File: src/rtl/uart_reg_responder_pkg.sv
// Shared definitions for the UART register responder: state encodings,
// reply bytes, opcode defaults and a ceiling-log2 helper shared with the UART.
package uart_reg_responder_pkg;

    typedef enum logic [2:0] {
        ST_IDLE      = 3'd0,
        ST_GET_ADDR  = 3'd1,
        ST_GET_DATA  = 3'd2,
        ST_DO_READ   = 3'd3,
        ST_SEND      = 3'd4,
        ST_WAIT_BUSY = 3'd5,
        ST_WAIT_DONE = 3'd6
    } resp_state_e;

    localparam logic [7:0] REPLY_ACK = 8'h4B;
    localparam logic [7:0] REPLY_NAK = 8'h3F;

    localparam logic [7:0] OP_WRITE_DEFAULT = 8'h57;
    localparam logic [7:0] OP_READ_DEFAULT  = 8'h52;

    localparam int unsigned TIMEOUT_DEFAULT = 520830;

    function automatic int log2_ceil(input int value);
        int r;
        r = 0;
        for (int i = 0; i < 31; i++) begin
            if ((1 << i) < value) r = i + 1;
        end
        return r;
    endfunction

endpackage

File: src/rtl/uart_resp_timeout.sv
// Inter-byte timeout: a loadable down-counter that reloads on clear and
// flags expiry while enabled once it has run down to zero.
module uart_resp_timeout
    import uart_reg_responder_pkg::*;
#(
    parameter int unsigned cycles = TIMEOUT_DEFAULT
) (
    input  logic clk,
    input  logic rst_n,
    input  logic clear_i,
    input  logic en_i,
    output logic expire_o
);

    localparam int W = log2_ceil(cycles);
    // Expiry is seen two clocks before the registered abort becomes visible,
    // so frame_error lands exactly cycles-1 clocks after the last byte.
    localparam logic [W-1:0] LOAD = W'(cycles - 3);

    logic [W-1:0] count_q;

    always_ff @(posedge clk or negedge rst_n) begin
        if (!rst_n) begin
            count_q <= '0;
        end else if (clear_i) begin
            count_q <= LOAD;
        end else if (en_i && (count_q != '0)) begin
            count_q <= count_q - W'(1);
        end
    end

    assign expire_o = en_i && (count_q == '0);

endmodule

File: src/rtl/uart_reg_responder.sv
// Serial peek/poke responder: parses 'W' addr data / 'R' addr frames from the
// UART, drives a strobe register bus, and returns one reply byte per frame.
module uart_reg_responder
    import uart_reg_responder_pkg::*;
#(
    parameter int unsigned timeout_cycles = TIMEOUT_DEFAULT,
    parameter logic [7:0]  op_write       = OP_WRITE_DEFAULT,
    parameter logic [7:0]  op_read        = OP_READ_DEFAULT
) (
    input  logic       clk,
    input  logic       rst_n,
    input  logic       received,
    input  logic [7:0] rx_byte,
    input  logic       recv_error,
    input  logic       is_transmitting,
    output logic       transmit,
    output logic [7:0] tx_byte,
    output logic [7:0] reg_addr,
    output logic [7:0] reg_wdata,
    output logic       reg_we,
    output logic       reg_re,
    input  logic [7:0] reg_rdata,
    output logic       frame_error,
    output logic [7:0] err_count,
    output logic [2:0] resp_state
);

    resp_state_e state_q;
    logic        op_is_write_q;
    logic        transmit_q;
    logic [7:0]  tx_byte_q;
    logic [7:0]  reg_addr_q;
    logic [7:0]  reg_wdata_q;
    logic        reg_we_q;
    logic        reg_re_q;
    logic        frame_error_q;
    logic [7:0]  err_count_q;
    logic [7:0]  err_count_d;

    logic in_frame;
    logic tmo_expire;
    logic abort;
    logic err_bump;

    assign in_frame = (state_q == ST_GET_ADDR) || (state_q == ST_GET_DATA);

    uart_resp_timeout #(.cycles(timeout_cycles)) u_timeout (
        .clk      (clk),
        .rst_n    (rst_n),
        .clear_i  (received || !in_frame),
        .en_i     (in_frame),
        .expire_o (tmo_expire)
    );

    // A byte arriving on the expiry cycle rescues the frame; a framing error never does.
    assign abort    = in_frame && (recv_error || (tmo_expire && !received));
    assign err_bump = recv_error || abort;

    always_comb begin
        err_count_d = err_count_q;
        if (err_bump && (err_count_q != 8'hFF)) err_count_d = err_count_q + 8'd1;
    end

    always_ff @(posedge clk or negedge rst_n) begin
        if (!rst_n) begin
            state_q       <= ST_IDLE;
            op_is_write_q <= 1'b0;
            transmit_q    <= 1'b0;
            tx_byte_q     <= 8'h00;
            reg_addr_q    <= 8'h00;
            reg_wdata_q   <= 8'h00;
            reg_we_q      <= 1'b0;
            reg_re_q      <= 1'b0;
            frame_error_q <= 1'b0;
            err_count_q   <= 8'h00;
        end else begin
            transmit_q    <= 1'b0;
            reg_we_q      <= 1'b0;
            reg_re_q      <= 1'b0;
            frame_error_q <= 1'b0;
            err_count_q   <= err_count_d;
            case (state_q)
                ST_IDLE: begin
                    if (received && !recv_error) begin
                        if ((rx_byte == op_write) || (rx_byte == op_read)) begin
                            op_is_write_q <= (rx_byte == op_write);
                            state_q       <= ST_GET_ADDR;
                        end else begin
                            tx_byte_q <= REPLY_NAK;
                            state_q   <= ST_SEND;
                        end
                    end
                end
                ST_GET_ADDR: begin
                    if (abort) begin
                        frame_error_q <= 1'b1;
                        state_q       <= ST_IDLE;
                    end else if (received) begin
                        reg_addr_q <= rx_byte;
                        if (op_is_write_q) begin
                            state_q <= ST_GET_DATA;
                        end else begin
                            reg_re_q <= 1'b1;
                            state_q  <= ST_DO_READ;
                        end
                    end
                end
                ST_GET_DATA: begin
                    if (abort) begin
                        frame_error_q <= 1'b1;
                        state_q       <= ST_IDLE;
                    end else if (received) begin
                        reg_wdata_q <= rx_byte;
                        reg_we_q    <= 1'b1;
                        tx_byte_q   <= REPLY_ACK;
                        state_q     <= ST_SEND;
                    end
                end
                ST_DO_READ: begin
                    // First cycle carries reg_re; read data is valid on the second,
                    // which also issues the send so the reply leaves three clocks after the address.
                    if (!reg_re_q) begin
                        tx_byte_q <= reg_rdata;
                        if (!is_transmitting) begin
                            transmit_q <= 1'b1;
                            state_q    <= ST_WAIT_BUSY;
                        end else begin
                            state_q <= ST_SEND;
                        end
                    end
                end
                ST_SEND: begin
                    if (!is_transmitting) begin
                        transmit_q <= 1'b1;
                        state_q    <= ST_WAIT_BUSY;
                    end
                end
                ST_WAIT_BUSY: begin
                    if (is_transmitting) state_q <= ST_WAIT_DONE;
                end
                ST_WAIT_DONE: begin
                    if (!is_transmitting) state_q <= ST_IDLE;
                end
                default: state_q <= ST_IDLE;
            endcase
        end
    end

    assign transmit    = transmit_q;
    assign tx_byte     = tx_byte_q;
    assign reg_addr    = reg_addr_q;
    assign reg_wdata   = reg_wdata_q;
    assign reg_we      = reg_we_q;
    assign reg_re      = reg_re_q;
    assign frame_error = frame_error_q;
    assign err_count   = err_count_q;
    assign resp_state  = state_q;

endmodule

File: config.mk
export PLATFORM = sky130hd
export DESIGN_NAME = uart_reg_responder
export DESIGN_NICKNAME = d
export VERILOG_FILES = /design/src/rtl/uart_reg_responder_pkg.sv /design/src/rtl/uart_resp_timeout.sv /design/src/rtl/uart_reg_responder.sv
export SDC_FILE = /design/constraint.sdc
export NUM_CORES = 1
export LEC_CHECK = 0
export ABC_AREA = 1
export CAP_MARGIN = 20
export CORE_UTILIZATION = 55
export CTS_BUF_LIST = sky130_fd_sc_hd__clkbuf_8
export DETAILED_ROUTE_END_ITERATION = 6
export PLACE_DENSITY = 0.83
export SLEW_MARGIN = 30
export SYNTH_ARGS = -nofsm -noshare
export SYNTH_HDL_FRONTEND = slang
export SYNTH_HIERARCHICAL = 1
export SYNTH_SLANG_ARGS = --single-unit
File: constraint.sdc
create_clock -name clk -period 6.1 [get_ports clk]
set_clock_uncertainty 0.05 [all_clocks]
set_input_delay 1.22 -clock clk [delete_from_list [all_inputs] [get_ports clk]]
set_output_delay 1.22 -clock clk [all_outputs]
set_load 0.01 [all_outputs]
After elaboration in Yosys (flattened, before gate mapping). Index checks and enable logic that the tools add are counted.

ROM bits: 0. Latch bits: 0. Bits in writable memories: 0. Input bits: 21. Logic and storage cells: 91. Bits in registers: 59. Memories kept: 0. Output and inout port bits: 39.

Reductions and logical operators: 25. Multiplexer cells: 33. Bitwise operators: 1. Magnitude comparators: 0. Multipliers: 0. Divide/modulo/power cells: 0. Eq/ne operators: 19. Add/sub/neg operators: 2. Shifts and indexed selects: 0.

Operators with widths (count): 8-bit 2-to-1 mux (5); 19-bit 2-to-1 mux (2); 3-bit 2-to-1 mux (10); 8-bit case mux with 3 select lines (1); 3-bit case mux with 7 select lines (1); 19-bit logical NOT (1); 19-bit nonzero test (1); 19-bit by 1-bit subtractor with 19-bit output (second input constant) (1); 8-bit by 7-bit equality test with 1-bit output (second input constant) (2); 2-bit inequality test (second input constant) (8); 1-bit 2-to-1 mux (13); 3-bit equality test (second input constant) (3); 3-bit AND reduction (3); 8-bit by 1-bit adder with 8-bit output (second input constant) (1); 8-bit inequality test (second input constant) (1); 7-bit AND reduction (1); 3-bit by 2-bit equality test with 1-bit output (second input constant) (2); 1-bit logical AND (6); 3-bit inequality test (second input constant) (2); 6-bit AND reduction (1); 1-bit logical OR (5); 3-bit by 1-bit equality test with 1-bit output (second input constant) (1); 1-bit logical NOT (3); 3-bit logical NOT (1); 5 further kinds (5).

Logic depth before layout (Yosys ltp). Gate-level depths: netlist of run 1.

Word-level depth: 8. Gate-level depth with buffers: 15.

Cells and area by module. The synthesis of run 1 kept the hierarchy.

By module, submodules not included: uart_reg_responder (cells each 254, times used 1, area an instance 2105.8 µm²); uart_resp_timeout (cells each 189, times used 1, area an instance 1303.8 µm²).

Worst setup path before layout of run 1. Ideal clock, no wire load.

Kind: input port to flip-flop. Start: input port received. End: register u_timeout.count_q[4]. Path buffers: 1. Stages on the path: 7. Slack: 3.886 ns. Arrival time: 2.046 ns. Data required time: 5.932 ns. Path through: inv_2 -> nand2_1 -> inv_2 -> clkbuf_1 -> nand3_1 -> nand2_1 -> o21ai_2.

Word-level cells in the longest chain between the ends: 2.

RTL lines: start: declaration (line uart_reg_responder.sv:12) `input logic received,`; 1-bit logical OR (*) (line uart_reg_responder.sv:50) `.clear_i (received || !in_frame),`; 19-bit 2-to-1 mux / 2-bit nonzero test (equally long branches); end signal: assignment (line uart_resp_timeout.sv:28) `count_q <= count_q - W'(1);`; end: declaration (line uart_resp_timeout.sv:20) `logic [W-1:0] count_q;`.

Every way passes the cells marked *; elsewhere a longest branch is shown, timed or not. A chain may end at the register's enable or synchronous reset.

Final worst setup path of run 1.
Start: register state_q[1], in the netlist resp_state[1]. End: output port resp_state[1].

RTL lines: start: declaration (line uart_reg_responder.sv:28) `resp_state_e state_q;`; start signal: assignment (line uart_reg_responder.sv:66) `state_q <= ST_IDLE;`; start signal: assignment (line uart_reg_responder.sv:87) `state_q <= ST_GET_ADDR;`; start signal: assignment (line uart_reg_responder.sv:90) `state_q <= ST_SEND;`; end: declaration (line uart_reg_responder.sv:25) `output logic [2:0] resp_state`.

No word-level cell between the ends.

==> results of run 1 <==
## layout by cell type (no fill, tap or decap), types with 4 or more instances in the layout
master           netlist  final
clkbuf_8               0     10
clkdlybuf4s50_1        0     58
dfrtp_1               59     59
inv_1                 40     40
inv_2                  5      5
nand2_1              136    136
nand2_2                7      7
nand2_4                7      7
nand3_1               52     52
nand3b_1               4      4
nor2_1                44     44
o21ai_0               11     11
o21ai_1               16     16
o21ai_2                8      8
o21bai_1               8      8
xor2_1                 9      9
## stage by stage
stage / hold WS, ns / util (%) / setup WS [ns]
finish: 0.428 / 70.8 / 3.20
global route: 0.454 / 70.8 / 3.12
CTS: 0.429 / 70.8 / 3.20
detailed placement: 0.413 / 67.4 / 2.96
global placement: 0.410 / 67.4 / 3.08
floorplan: 0.381 / - / 3.89
## power by group through the flow
stage / registers [uW] / clock network [uW] / logic, uW
after floorplan: 673 / 0 / 442
final: 649 / 367 / 784
after global routing: 664 / 387 / 877
after global placement: 647 / 0 / 754
after CTS: 647 / 373 / 788
after detailed placement: 651 / 0 / 779
## layout make-up
type,instances,area [um^2]
Fill cell,484,1740
Multi-Input combinational cell,329,1680
Sequential cell,59,1480
Timing Repair Buffer,60,593
Inverter,46,175
Clock buffer,10,138
Tap cell,75,93.8
Clock inverter,6,65.1
## metal layers
layer / routed length (um) / GRT usage (%)
met4: 167 / 12.9
met2: 3700 / 41.8
met3: 433 / 5.06
met5: 0 / 0
met1: 3400 / 34.6
## flip-flops by register name, summed over array words and instances (netlist names)
register,flops
err_count,8
reg_wdata,8
reg_addr,8
reg_re,1
resp_state,3
op_is_write_q,1
transmit,1
reg_we,1
tx_byte,8
u_timeout/count_q,19
frame_error,1
## path summary, 6_finish.rpt
check                                       from               endpoint
max in group asynchronous                  rst_n   u_timeout/count_q[0]
min in group asynchronous                  rst_n   u_timeout/count_q[4]
hold / removal             u_timeout/count_q[18]  u_timeout/count_q[18]
hold reg to reg            u_timeout/count_q[18]  u_timeout/count_q[18]
setup / recovery                   resp_state[1]          resp_state[1]
setup reg to reg            u_timeout/count_q[0]             tx_byte[3]
## cell usage after synthesis (all sizes together)
cell type,instances,area (um^2)
nand2,150,633
nor3,4,25.0
clkbuf,1,3.75
ha,2,25.0
nand3,53,278
nor2,50,231
xor2,9,78.8
a21oi,2,10.0
inv,46,175
o211ai,1,7.51
buf,8,78.8
o21ai,35,205
or2,3,18.8
nand4,4,40.0
o21bai,8,60.1
nor4,1,6.26
xnor2,3,26.3
dfrtp,59,1480
nand3b,4,30.0
## logic make-up after synthesis
group	Yosys count
AOI/OAI and AO/OA	46
xor gates and xnor gates	12
adders and majority gates	2
buffers and inverters	55
DFF	59
and+or+nand+nor	269
## worst reg2reg max path: stages (launching register included)
cell and delay (ns):
dfrtp_1 0.42, inv_1 0.15, ha_1 0.31, nand2_2 0.12
nor2_4 0.20, nand3_4 0.12, nor2_1 0.16, nand2_1 0.09
nand2_2 0.12, nand4_1 0.11, nand2_2 0.23, nor2_2 0.13
nand3_1 0.09, nand2_1 0.08
==> run metrics, run 1 <==
fraction of the mapped netlist area in adder cells less than 1%; Final Slew Violations 0; Syn Inst Count 443; cell leakage power 0.00201 uW; worst min path class reg -> reg; critical path peak fanout 10; Seq/Total Area, Yosys 43.3%; hold depth 2; I/O pins 60; Tot GR Track Use 26.3%; Reg clk slew, reported paths 0.07 ns; crit end category primary output; Peak VDD IR about 0.29 mV; post-synthesis mux area share 0%; Setup Viol. Count Final 0; H-tree levels 3; Slew Limit Headroom ~51%; first drt pass iteration count 5; Cell Chain, Critical Path clkdlybuf4s50_1; CTS sink count 59; actual slew at the worst max-slew pin 0.733 ns; Clk pwr share between 20% and 30%; Crit-path slowest cell clkdlybuf4s50_1; Sw Share 40.1%; CP delay by family, top buffers and inverters; row count 28; n_diodes 0; Worst Reg-to-Reg Cells 13; Root Driver clkbuf_8; PD cells around 430 nW/um^2; hold_buf cts 0; Net Switching approximately 720 uW; Synth Area in Compound Gates 8.29%; CP Class reg -> out; cts repair resizes 0; Final Cell Area about 4200 um^2; Inserted Clock Buffers 9; Yosys cell types 33; detailed-route via count ~3200; Synth Area in Simple Gates approximately 37%; GPL Wtd Cong between 0.8 and 0.9; CP bufs+invs 1; die width 80.7 um; area grow syn2layout 23.7%; CP max stage delay ~0.65 ns; syn nets between 400 and 500; sequential power share between 30% and 40%; RSZ-0062 raised after global routing no; Final ANT Viol Nets 0; vias in the first global route about 2900; TNS Setup 0 ns; die area 6520 um^2; max cap viols 0; initial drt markers 186; first-pass GRT wire length 12900 um; maximum number of pins on one net before global-route repair 60; DRT Wirelength between 7000 and 8000 um; Power Total 1800 uW; Int Pwr 1080 uW; Worst Path Arrival 1.63 ns; Layout Cells excl Fill 585; WL per Instance 13.2 um; TritonCTS clock tree built; main combinational cell family by area after synthesis simple AND/OR/NAND/NOR gates; chip height 80.7 um; fmax 345 MHz; area of the core 5960 um^2; nets 528; final period utilization 47.6%; clock latency on the worst-skew pair 0.35 ns; status finished, final reports clean; Placed Cells roughly 570; xor and xnor area share after synthesis a little over 3%; syn_area_per_cell 7.70 um^2; stages on the worst setup path 1; Final Hold Violating Endpoints 0; Yosys warning count 6; antenna violations before repair 0; dpl cell area 4010 um^2; drc violations 0; Port Buffers 59; r2r setup slk 3.62 ns; Mapped Area about 3400 um^2; CP startpoint kind register; Starting Density 57.2%; Seq cells post-synth 59; minimum clock period 2.90 ns; Setup Buffers After CTS 0; HPWL after DPL 5360 um; Clock Tree Buf Depth 2; vias per cell 5.39; global route overflow 0; required time worst endpoint 4.83 ns; Comb pwr share ~44%; layout cell share with drive strength beyond 1 between 10% and 20%
Note: power is estimated with default switching activity, not from simulation.
==> run 2, diff against run 1 <==
Clock period 6.1 ns to 3.05 ns, I/O delays scaled along.
==> run 2 against run 1 <==
Effect of this change:
- worst setup slack worse by 2.5 ns
- final area increased by 0.68%
- cell count is 0.34% higher
- non-clock buffer count is 2 higher
- clock power rose by 110%
- global-route usage shrank 1.4 points
- sequential power rose by 99%
- sequential cell count unchanged
- register-to-register slack got worse by 3.0 ns
- routed wire length down 4.2%
- highest routed layer unchanged
==> run metrics, run 2 (synthesized netlist as in run 1, its figures left out) <==
die area around 6500 um^2; Tot GR Track Use 24.9%; CP dominant cell by count nand2_2; GPL Wtd Cong 0.886; cell leakage power between 0.002 and 0.0025 uW; Sw Share 39.0%; CP startpoint kind register; cts repair resizes 0; RSZ-0062 raised after global routing no; n_diodes 0; PD cells 857 nW/um^2; Final ANT Viol Nets 0; chip height roughly 80 um; TritonCTS clock tree built; nets 530; initial drt markers about 250; area of the core 5960 um^2; fmax 418 MHz; critical path peak fanout 9; Setup Buffers After CTS 0; Worst Path Arrival 2.56 ns; row count 28; I/O pins 60; minimum clock period 2.39 ns; global route overflow 0; max reg flops 19; Final Hold Violating Endpoints 0; CP bufs+invs 1; worst min path class in -> async; vias per cell 5.26; Comb pwr share 43.0%; first drt pass iteration count 5; TNS Setup 0 ns; largest reg by FF count u_timeout/count_q; Inserted Clock Buffers 9; DRT Wirelength 7380 um; crit end category register; actual slew at the worst max-slew pin around 0.67 ns; first-pass GRT wire length 12400 um; CP delay by family, top simple AND/OR/NAND/NOR gates; Slew Limit Headroom 55.5%; Final Slew Violations 0; HPWL after DPL 5290 um; Crit-path slowest cell dfrtp_1; status finished, final reports clean; maximum number of pins on one net before global-route repair 29; Starting Density 57.2%; Int Pwr about 2200 uW; most frequent cells in the layout nand2_1 (136), dfrtp_1 (59), clkdlybuf4s50_1 (58); CP max stage delay approximately 0.4 ns; CP Class reg -> reg; final period utilization 78.4%; number of fill cells in the layout between 400 and 500; Root Driver clkbuf_8; die width 80.7 um; Clock Tree Buf Depth 2; Cell Chain, Critical Path inv_1 -> ha_1 -> nand2_2 -> nor2_4 -> nand3_4 -> nor2_1 -> nand2_1 -> nand2_2 -> nand4_1 -> nand2_2 -> nor2_2 -> nand3_1 -> nand2_1; CTS sink count 59; Port Buffers 59; Setup Viol. Count Final 0; H-tree levels 3; hold_ws between 0.2 and 0.3 ns; antenna violations before repair 0; Reg clk slew, reported paths 0.07 ns; hold_buf cts 0; Clk pwr share 21.5%; vias in the first global route 2747; required time worst endpoint 3.22 ns; Net Switching 1420 uW; commonest non-fill, non-tap cell in the layout nand2_1; area grow syn2layout 24.5%; detailed-route via count ~3000; drc violations 0; WL per Instance 12.6 um; sequential power share 35.5%; layout cell share with drive strength beyond 1 11.7%; max cap viols 0; clock latency on the worst-skew pair 0.34 ns; Peak VDD IR 0.544 mV
==> run 2: worst register-to-register path, delay by kind of cell, from the launching register on <==
kind | cells | cell delay (ns)
adders and majority gates | 1 | 0.28
buffers and inverters | 1 | 0.15
DFF | 1 | 0.41
and+or+nand+nor | 11 | 1.40
==> run 2: cell type report <==
type	count	area (um^2)	area share [%]
Clock buffer	9	124	2.92
Sequential cell	59	1480	34.8
Timing Repair Buffer	62	608	14.3
Tap cell	75	93.8	2.21
Clock inverter	7	92.6	2.18
Inverter	46	175	4.13
Multi-Input combinational cell	329	1680	39.5
==> run 2: power by group through the flow <==
stage                     clock network [uW]  registers [uW]  logic [uW]
final                                    782            1290        1560
after global routing                     834            1330        1740
after CTS                                797            1290        1570
after detailed placement                   0            1290        1560
after global placement                     0            1290        1510
after floorplan                            0            1350         884
==> run 2: path summary, 6_finish.rpt <==
kind | cells past startpoint | slack, ns | end | startpoint
max | 13 | 0.66 | tx_byte[3] | u_timeout/count_q[0]
min | 1 | 0.26 | u_timeout/count_q[14] | rst_n
max reg2reg | 13 | 0.66 | tx_byte[3] | u_timeout/count_q[0]
min reg2reg | 2 | 0.42 | u_timeout/count_q[18] | u_timeout/count_q[18]
max in group asynchronous | 2 | 2.02 | u_timeout/count_q[12] | rst_n
min in group clk | 2 | 0.42 | u_timeout/count_q[18] | u_timeout/count_q[18]
==> run 2: layer usage <==
layer / share of wire (%) / GRT usage, % / vias up / wire length (um)
met4: 1.2 / 8.75 / 0 / 85
li1: - / - / 1546 / -
met3: 5.3 / 7.42 / 10 / 389
met2: 48 / 37.5 / 84 / 3560
met1: 45 / 34.3 / 1445 / 3340
met5: 0 / 0 / - / 0
==> run 2: metrics by stage <==
stage	cells	power (uW)	setup slack, ns	instance area (um^2)	util [%]
after global routing	587	3900	0.433	4250	71.3
after CTS	587	3650	0.700	4250	71.3
after global placement	571	2800	0.715	4030	67.6
after floorplan	443	2230	1.00	3410	-
final	587	3640	0.660	4250	71.3
after detailed placement	571	2850	0.624	4030	67.6
